===== config.mk =====
export PLATFORM = sky130hd
export DESIGN_NAME = uart_frame_check
export DESIGN_NICKNAME = d
export VERILOG_FILES = /design/src/rtl/uart_rx_pkg.sv /design/src/rtl/uart_bit_sampler.sv /design/src/rtl/uart_frame_check.sv
export SDC_FILE = /design/constraint.sdc
export NUM_CORES = 1
export LEC_CHECK = 0
export CORE_ASPECT_RATIO = 0.6
export CORE_MARGIN = 8
export CORE_UTILIZATION = 55
export DETAILED_ROUTE_END_ITERATION = 16
export PLACE_DENSITY = 0.77
export SYNTH_ARGS = -nofsm -noshare
export SYNTH_HDL_FRONTEND = slang
export SYNTH_SLANG_ARGS = --single-unit

===== constraint.sdc =====
create_clock -name clk_based_on_prescale -period 3.45 [get_ports clk_based_on_prescale]
set_clock_uncertainty 0.2 [all_clocks]
set_input_delay 0.8625 -clock clk_based_on_prescale [delete_from_list [all_inputs] [get_ports clk_based_on_prescale]]
set_output_delay 0.8625 -clock clk_based_on_prescale [all_outputs]
set_load 0.05 [all_outputs]

===== src/rtl/uart_rx_pkg.sv =====
// Shared types and helpers for the UART receive path.
package uart_rx_pkg;

  typedef enum logic [2:0] {
    StIdle,
    StStart,
    StData,
    StParity,
    StStop
  } rx_state_e;

  localparam logic PAR_EVEN = 1'b0;
  localparam logic PAR_ODD  = 1'b1;

  function automatic logic maj3(input logic a, input logic b, input logic c);
    return (a & b) | (a & c) | (b & c);
  endfunction

endpackage


===== src/rtl/uart_bit_sampler.sv =====
// Per-bit tick counter with three mid-bit samples and a 2-of-3 vote.
module uart_bit_sampler
  import uart_rx_pkg::*;
#(
  parameter int unsigned PRESCALE_W = 6
) (
  input  logic                  clk_based_on_prescale,
  input  logic                  asy_reset,
  input  logic                  run,
  input  logic                  start,
  input  logic                  rx_in,
  input  logic [PRESCALE_W-1:0] p,
  output logic                  bit_val,
  output logic                  bit_end
);

  logic [PRESCALE_W-1:0] cnt_q;
  logic [PRESCALE_W-1:0] half;
  logic [PRESCALE_W-1:0] last;
  logic                  s0_q;
  logic                  s1_q;
  logic                  vote_q;
  logic                  at_s0;
  logic                  at_s1;
  logic                  at_vote;

  assign half    = p >> 1;
  assign last    = p - PRESCALE_W'(1);
  assign at_s0   = (cnt_q == half - PRESCALE_W'(1));
  assign at_s1   = (cnt_q == half);
  assign at_vote = (cnt_q == half + PRESCALE_W'(1));
  assign bit_end = run && (cnt_q == last);
  // At P=4 the vote tick is also the bit-end tick, so bypass the register.
  assign bit_val = at_vote ? maj3(s0_q, s1_q, rx_in) : vote_q;

  always_ff @(posedge clk_based_on_prescale) begin
    if (!asy_reset) begin
      cnt_q  <= '0;
      s0_q   <= 1'b0;
      s1_q   <= 1'b0;
      vote_q <= 1'b0;
    end else if (start) begin
      cnt_q <= PRESCALE_W'(1);
    end else if (!run) begin
      cnt_q <= '0;
    end else begin
      cnt_q <= (cnt_q == last) ? '0 : cnt_q + PRESCALE_W'(1);
      if (at_s0)   s0_q   <= rx_in;
      if (at_s1)   s1_q   <= rx_in;
      if (at_vote) vote_q <= maj3(s0_q, s1_q, rx_in);
    end
  end

endmodule


===== src/rtl/uart_frame_check.sv =====
// UART receive frame checker: start/data/parity/stop sequencing with error pulses.
module uart_frame_check
  import uart_rx_pkg::*;
#(
  parameter int unsigned DATA_WIDTH = 8,
  parameter int unsigned PRESCALE_W = 6,
  parameter int unsigned STOP_BITS  = 1
) (
  input  logic                  clk_based_on_prescale,
  input  logic                  asy_reset,
  input  logic                  rx_in,
  input  logic                  check_enable,
  input  logic [PRESCALE_W-1:0] prescale,
  input  logic                  par_en,
  input  logic                  par_type,
  output logic [DATA_WIDTH-1:0] p_data,
  output logic                  data_valid,
  output logic                  start_glitch,
  output logic                  parity_error,
  output logic                  stop_error
);

  localparam logic [3:0] LAST_DATA = 4'(DATA_WIDTH - 1);
  localparam logic [3:0] LAST_STOP = 4'(STOP_BITS - 1);

  rx_state_e             state_q;
  logic [3:0]            bit_cnt_q;
  logic [DATA_WIDTH-1:0] shift_q;
  logic [PRESCALE_W-1:0] p_q;
  logic                  par_en_q;
  logic                  par_type_q;
  logic                  par_fail_q;
  logic                  start_det;
  logic                  run;
  logic                  bit_val;
  logic                  bit_end;

  assign start_det = (state_q == StIdle) && check_enable && !rx_in;
  assign run       = (state_q != StIdle) && check_enable;

  uart_bit_sampler #(
    .PRESCALE_W(PRESCALE_W)
  ) u_sampler (
    .clk_based_on_prescale(clk_based_on_prescale),
    .asy_reset            (asy_reset),
    .run                  (run),
    .start                (start_det),
    .rx_in                (rx_in),
    .p                    (p_q),
    .bit_val              (bit_val),
    .bit_end              (bit_end)
  );

  always_ff @(posedge clk_based_on_prescale) begin
    if (!asy_reset) begin
      state_q      <= StIdle;
      bit_cnt_q    <= '0;
      shift_q      <= '0;
      p_q          <= '0;
      par_en_q     <= 1'b0;
      par_type_q   <= PAR_EVEN;
      par_fail_q   <= 1'b0;
      p_data       <= '0;
      data_valid   <= 1'b0;
      start_glitch <= 1'b0;
      parity_error <= 1'b0;
      stop_error   <= 1'b0;
    end else begin
      data_valid   <= 1'b0;
      start_glitch <= 1'b0;
      parity_error <= 1'b0;
      stop_error   <= 1'b0;
      if (!check_enable) begin
        state_q    <= StIdle;
        bit_cnt_q  <= '0;
        par_fail_q <= 1'b0;
      end else begin
        unique case (state_q)
          StIdle: begin
            if (!rx_in) begin
              state_q    <= StStart;
              p_q        <= prescale & ~PRESCALE_W'(1);
              par_en_q   <= par_en;
              par_type_q <= par_type;
              bit_cnt_q  <= '0;
              par_fail_q <= 1'b0;
            end
          end
          StStart: begin
            if (bit_end) begin
              if (bit_val) begin
                start_glitch <= 1'b1;
                state_q      <= StIdle;
              end else begin
                state_q <= StData;
              end
            end
          end
          StData: begin
            if (bit_end) begin
              shift_q <= {bit_val, shift_q[DATA_WIDTH-1:1]};
              if (bit_cnt_q == LAST_DATA) begin
                bit_cnt_q <= '0;
                state_q   <= par_en_q ? StParity : StStop;
              end else begin
                bit_cnt_q <= bit_cnt_q + 4'd1;
              end
            end
          end
          StParity: begin
            if (bit_end) begin
              if (bit_val != ((^shift_q) ^ (par_type_q == PAR_ODD))) begin
                parity_error <= 1'b1;
                par_fail_q   <= 1'b1;
              end
              state_q <= StStop;
            end
          end
          StStop: begin
            if (bit_end) begin
              if (!bit_val) begin
                stop_error <= 1'b1;
                state_q    <= StIdle;
              end else if (bit_cnt_q == LAST_STOP) begin
                // A parity failure was already reported; the word is dropped.
                if (!par_fail_q) begin
                  p_data     <= shift_q;
                  data_valid <= 1'b1;
                end
                state_q <= StIdle;
              end else begin
                bit_cnt_q <= bit_cnt_q + 4'd1;
              end
            end
          end
          default: state_q <= StIdle;
        endcase
      end
    end
  end

endmodule


== Yosys cells after proc, flatten, opt, wreduce, memory -nomap -nowiden ==
Cells that the tools add are included.
Widths: inputs -> output; s select.

* Flip-flop bits (word level): 44
* Input bits: 12
* Output and inout port bits: 12
* Logic and storage cells: 109

* Add/subtract/negate cells: 5
* Equal/unequal tests: 20
* Muxes and demuxes: 30
* Bitwise operators: 11
* Reductions and logical operators: 26

{| class="wikitable"
|+ Operator list
! cell !! number
|-
| $mux 3 || 9
|-
| $mux 4 || 6
|-
| $eq 6x6->1 || 3
|-
| $ne 2x2->1 const B || 9
|-
| $reduce_and 6->1 || 3
|-
| $reduce_and 4->1 || 4
|-
| $pmux 3 s5 || 1
|-
| $pmux 4 s3 || 1
|-
| $reduce_and 3->1 || 4
|-
| $mux 1 || 11
|-
| $reduce_xor 8->1 || 1
|-
| $reduce_and 7->1 || 1
|-
| $add 5x1->6 const B || 1
|-
| $add 6x1->6 const B || 1
|-
| $eq 3x2->1 const B || 2
|-
| $eq 6x5->1 || 1
|-
| $reduce_bool 3->1 || 2
|-
| $sub 5x1->6 const B || 1
|-
| $sub 6x1->6 const B || 1
|-
| $not 1->1 || 5
|-
| $add 4x1->4 const B || 1
|-
| $eq 4x3->1 const B || 1
|-
| $logic_and 1x1->1 || 4
|-
| $logic_not 4->1 || 1
|-
| other kinds (14) || 18
|}

== Logic depth before layout (Yosys ltp) ==
* Depth in word-level cells: 8
* Gate-level depth with buffers: 11
* Gate-level depth less buffers: 9

== Modules after synthesis ==
A second synthesis with hierarchy kept.

* Cell total of the unflattened synthesis: 298
* Area, all modules: 2646.3 um^2

{| class="wikitable"
|+ Modules (own cells, without submodules)
! module !! times used !! cells each !! area each (um^2) !! sequential area each (um^2)
|-
| uart_frame_check || 1 || 192 || 1765.4 || 700.7
|-
| uart_bit_sampler || 1 || 106 || 880.8 || 180.2
|}

== Least setup slack after synthesis ==
Ideal clock, no wire load.

* Kind: reg2reg
* From: reg p_q[1]
* To: reg bit_cnt_q[3]
* Library setup time: 0.063 ns
* Arrival: 2.719 ns
* Data required time: 3.187 ns
* Slack: 0.469 ns
* Stages on the path, launching flop included: 12
* Path buffers: 2
* Clock period less this slack: 2.981 ns
* Cell sequence: dfxtp_1 -> buf_4 -> inv_1 -> ha_1 -> clkbuf_2 -> o21ba_1 -> a221o_1 -> a211oi_2 -> a21oi_1 -> or2_2 -> or4b_2 -> nand3_1

* Cells in the longest elaborated chain, start to end: 5
* Elaborated cells on any way between the ends: 10
* Classes of those cells: 2 x add/sub; 5 x eq/ne; 1 x mux; 2 x reduce/logical

{| class="wikitable"
|+ RTL lines
! element !! line !! RTL
|-
| start, declared || uart_frame_check.sv:29 || <nowiki>logic [PRESCALE_W-1:0] p_q;</nowiki>
|-
| start signal, assigned || uart_frame_check.sv:82 || <nowiki>p_q <= prescale & ~PRESCALE_W'(1);</nowiki>
|-
| $add 5x1->6 / $sub 6x1->6 (equally long branches) || uart_bit_sampler.sv:31, uart_bit_sampler.sv:28 ||
|-
| $eq 6x6->1, on equally long branches || uart_bit_sampler.sv:31, uart_bit_sampler.sv:32 ||
|-
| $mux 1 / $logic_and 1x1->1 (equally long branches) || - ||
|-
| $ne 2x2->1 (no line) || - ||
|-
| $reduce_and 6->1 (no line) (*) || - ||
|-
| end signal, assigned || uart_frame_check.sv:106 || <nowiki>bit_cnt_q <= bit_cnt_q + 4'd1;</nowiki>
|-
| end signal, assigned || uart_frame_check.sv:132 || <nowiki>bit_cnt_q <= bit_cnt_q + 4'd1;</nowiki>
|-
| end, declared || uart_frame_check.sv:27 || <nowiki>logic [3:0] bit_cnt_q;</nowiki>
|}

Mark *: on every way between the ends. The rest lies on a longest branch, timed or not.
A chain may end at the register's enable or synchronous reset.

== Worst setup path after layout ==
Ends and elaborated chain as after synthesis.

==> run summary <==
The run finished with clean final reports. In this run the clock root is driven by a sky130_fd_sc_hd__clkbuf_8. Once the floorplan was initialized, standard cells occupied 58.3% of the core. Critical path startpoint category: a register. The global router's overall resource usage is 16.3%, and the number of instances in the synthesized netlist is 279. The netlist area before placement is 2440 um2.

The register area is 881 um2, and the count of yosys warnings during synthesis is 0. The most critical setup path has its startpoint at p_q[1]. The wire length reported by the detailed router is 5.19 mm, and the final count of pins violating max slew is 0. In this run the horizontal extent of the chip is 102 um. The tools report the number of maximum-capacitance violations as 0.

The die outline area was 6900 um2. In the final routed layout, each cell accounts on average for 14.4 um. The number of enable-type register cells in the synthesized netlist is 0, and the count of instances resized after the clock tree is built is 0.

The most used flip-flop cell after synthesis is sky130_fd_sc_hd__dfxtp_1. The H-tree was split into 2 levels. Summed over all cells, the static leakage comes to 1.02 nW.

Setup violations remaining at the end of the flow were counted as 0. In this run the core area contains 18 standard-cell rows. After clock tree synthesis, the clock-pin slew on the worst setup and hold paths is 0.09 ns.

After the first detailed-routing iteration, the DRC count stood at 139. The final antenna diode count is 0, and the setup TNS is 0 ns. For the pin with the worst max-slew slack, the measured transition is 0.535 ns. The critical path goes through inv_1 > ha_1 > o21ba_1 > a221o_1 > a211oi_2 > a21oi_1 > or2_2 > or4b_2 > nand3_1.

Input and output buffers added on the ports amount to 22. The mean cell area of the mapped netlist is 8.76 um2. The relative slew slack was 64.2%; the layout filler cell count was 355. In this run the power density over the cells is 367 nW/um2. Derived from the worst setup path, the maximum achievable clock frequency is 340 MHz. The via count of the first global-routing pass was 1,884; the data arrival time of the worst path was 2.99 ns. The tree built by TritonCTS fans out to 44 sinks. The tools report the number of hold buffers added after CTS as 0. The post-route clock period utilization came out at 85.2%. At the end of routability-driven placement, the weighted congestion stood at 0.965. The run gives 0.30 ns as the insertion delay to the later sink of the worst-skew pair. The number of different library cells used by synthesis comes to 55.

Synthesis produced a netlist with a net count of 296. In this run the post-CTS setup repair buffer count came out at 0. The logs give 353 for the placed instance count and 28 for the maximum number of pins on one net before global-route repair. STA puts the critical path data required time at 3.50 ns. In this run the worst hold path is classified as register to register.

The run gives 8.95 mm as the global-route wire length before repair. The maximum fanout along the worst path is 8, and the total via count after detailed routing is 2,010. Leaving out filler cells and counting taps, the final layout contains 361. In this run the standard cell core region covers 4190 um2. 24 I/O pins were placed. The pre-antenna-repair detailed-routing pass consisted of 5 iterations.

The area of placed instances came out at 2740 um2. The largest individual stage delay along the critical path comes from the cell sky130_fd_sc_hd__or4b_2. The number of hold-slack violations in the final timing report was 0; the biggest cell delay along the critical path was 0.68 ns. The tools report the final layout net count as 317. Post-DP HPWL: 3.84 mm. The share of the Yosys chip area taken by registers is 36.0%. The category of the most critical setup path is register to register. The tools report the critical path endpoint category as a register. The flip-flop and latch count after synthesis is 44, and the maximum vdd drop is 0.283 mV. Number of antenna violations at the first check in global routing: 0. The residual DRC count is 0.

The height of the chip is 67.6 um. Counting along the longest clock path gives a buffer depth of 2. For this run, asynchronously set or reset flops after synthesis account for 0%. The hold path startpoint is p_data[0].

For the finished layout, the period the worst path requires is 2.94 ns. TritonCTS built the clock tree. The worst register-to-register path begins at p_q[1]. CTS buffer count: 5. The logs give 0 for the aggregate global routing overflow and 0.300 ns for the worst-case hold slack. With fillers left out, the area of the finished cells amounts to 2850 um2. From synthesis to final layout, the design area changed by 16.7%.

Dividing the detail-routed via count by the number of cells gives 5.57. Setup repair after global routing left no endpoint under its margin. The multi-input gate area in the final layout was 1430 um2; the share of post-route cells with drive strength above 1 was 9.30%. For the remaining antenna violation count, the log shows 0.
report_power, final:
part | leakage, nW | internal (mW) | switching [mW]
clock network | 0.0583 | 0.218 | 0.192
logic | 0.608 | 0.0527 | 0.0587
registers | 0.355 | 0.514 | 0.00964
total | 1.02 | 0.785 | 0.261
worst paths after layout:
path	cells after the start	slack (ns)	endpoint
worst max-delay path	9	0.51	bit_cnt_q[3]
worst min-delay path	2	0.30	p_data[0]
worst max register to register	9	0.51	bit_cnt_q[3]
worst min register to register	2	0.30	p_data[0]
synthesized netlist by cell type (5+ instances only):
library cell	number	share of area, %
sky130_fd_sc_hd__a211oi_1	6	1.8
sky130_fd_sc_hd__buf_2	6	1.2
sky130_fd_sc_hd__clkbuf_1	7	1.1
sky130_fd_sc_hd__dfxtp_1	44	36
sky130_fd_sc_hd__ha_1	5	2.6
sky130_fd_sc_hd__inv_1	9	1.4
sky130_fd_sc_hd__mux2i_1	27	11
sky130_fd_sc_hd__nand2_1	18	2.8
sky130_fd_sc_hd__nand3_1	13	2.7
sky130_fd_sc_hd__nor2_1	42	6.5
sky130_fd_sc_hd__nor3_1	10	2.0
sky130_fd_sc_hd__xnor2_1	18	6.5
sky130_fd_sc_hd__xor2_1	11	3.9
sequential cells by signal, indices dropped and copies added, names as in the netlist, 3 cells and up:
register and count:
bit_cnt_q 4, p_data 8, u_sampler.cnt_q 6, shift_q 8, state_q 3, p_q 5
cells by family (layout without fill, tap and decap cells):
logic type / Yosys count / after routing / synth area share (%)
buffers and inverters: 28 / 50 / 5.27
adders and majority gates: 6 / 6 / 2.97
and+or+nand+nor: 109 / 109 / 21.6
AOI/OAI and AO/OA: 35 / 35 / 11.5
DFF: 44 / 44 / 36.0
muxes: 27 / 27 / 11.1
xor gates and xnor gates: 30 / 30 / 11.5
stage by stage:
step | worst slack [ns] | utilization [%] | total power [mW]
4_1_cts | 0.516 | 68.1 | 1.05
2_1_floorplan | 0.469 | - | 0.613
5_1_grt | 0.382 | 68.1 | 1.09
6_report | 0.510 | 68.1 | 1.05
3_3_place_gp | 0.280 | 65.3 | 0.643
3_5_place_dp | 0.257 | 65.3 | 0.645
final cells by class:
cell class	count	area share [%]
clock buffer	5	2.41
multi-input combinational	207	50.3
sequential	44	30.9
tap	60	2.63
clock inverter	3	1.67
inverter	10	1.32
timing repair buffer	32	10.8
critical path: cells and delay by family, from the launching register on:
kind / cells / cell delay [ns]
and+or+nand+nor: 3 / 1.10
AOI/OAI and AO/OA: 4 / 0.90
DFF: 1 / 0.34
adders and majority gates: 1 / 0.30
buffers and inverters: 1 / 0.05
metal layers:
metal	wire length, um	up-vias	GRT usage (%)	share of wire, %
met5	0	-	0	0
met4	74	0	5.63	1.4
met3	466	11	5.33	9.0
met2	2000	83	22.4	39
li1	-	1005	-	-
met1	2650	911	23.2	51
cell usage in the layout, fill, tap and decap left out, types with 3 or more instances in the layout:
cell,instances
sky130_fd_sc_hd__dfxtp_1,44
sky130_fd_sc_hd__nor2_1,42
sky130_fd_sc_hd__mux2i_1,27
sky130_fd_sc_hd__clkdlybuf4s50_1,22
sky130_fd_sc_hd__xnor2_1,18
sky130_fd_sc_hd__nand2_1,18
sky130_fd_sc_hd__nand3_1,13
sky130_fd_sc_hd__xor2_1,11
sky130_fd_sc_hd__nor3_1,10
sky130_fd_sc_hd__inv_1,9
sky130_fd_sc_hd__buf_4,9
sky130_fd_sc_hd__a211oi_1,6
sky130_fd_sc_hd__ha_1,5
sky130_fd_sc_hd__clkbuf_8,5
sky130_fd_sc_hd__o21ai_0,4
sky130_fd_sc_hd__o31ai_1,4
sky130_fd_sc_hd__nor4_1,4
sky130_fd_sc_hd__nand2b_1,3
Note: power is estimated with default switching activity, not from simulation.
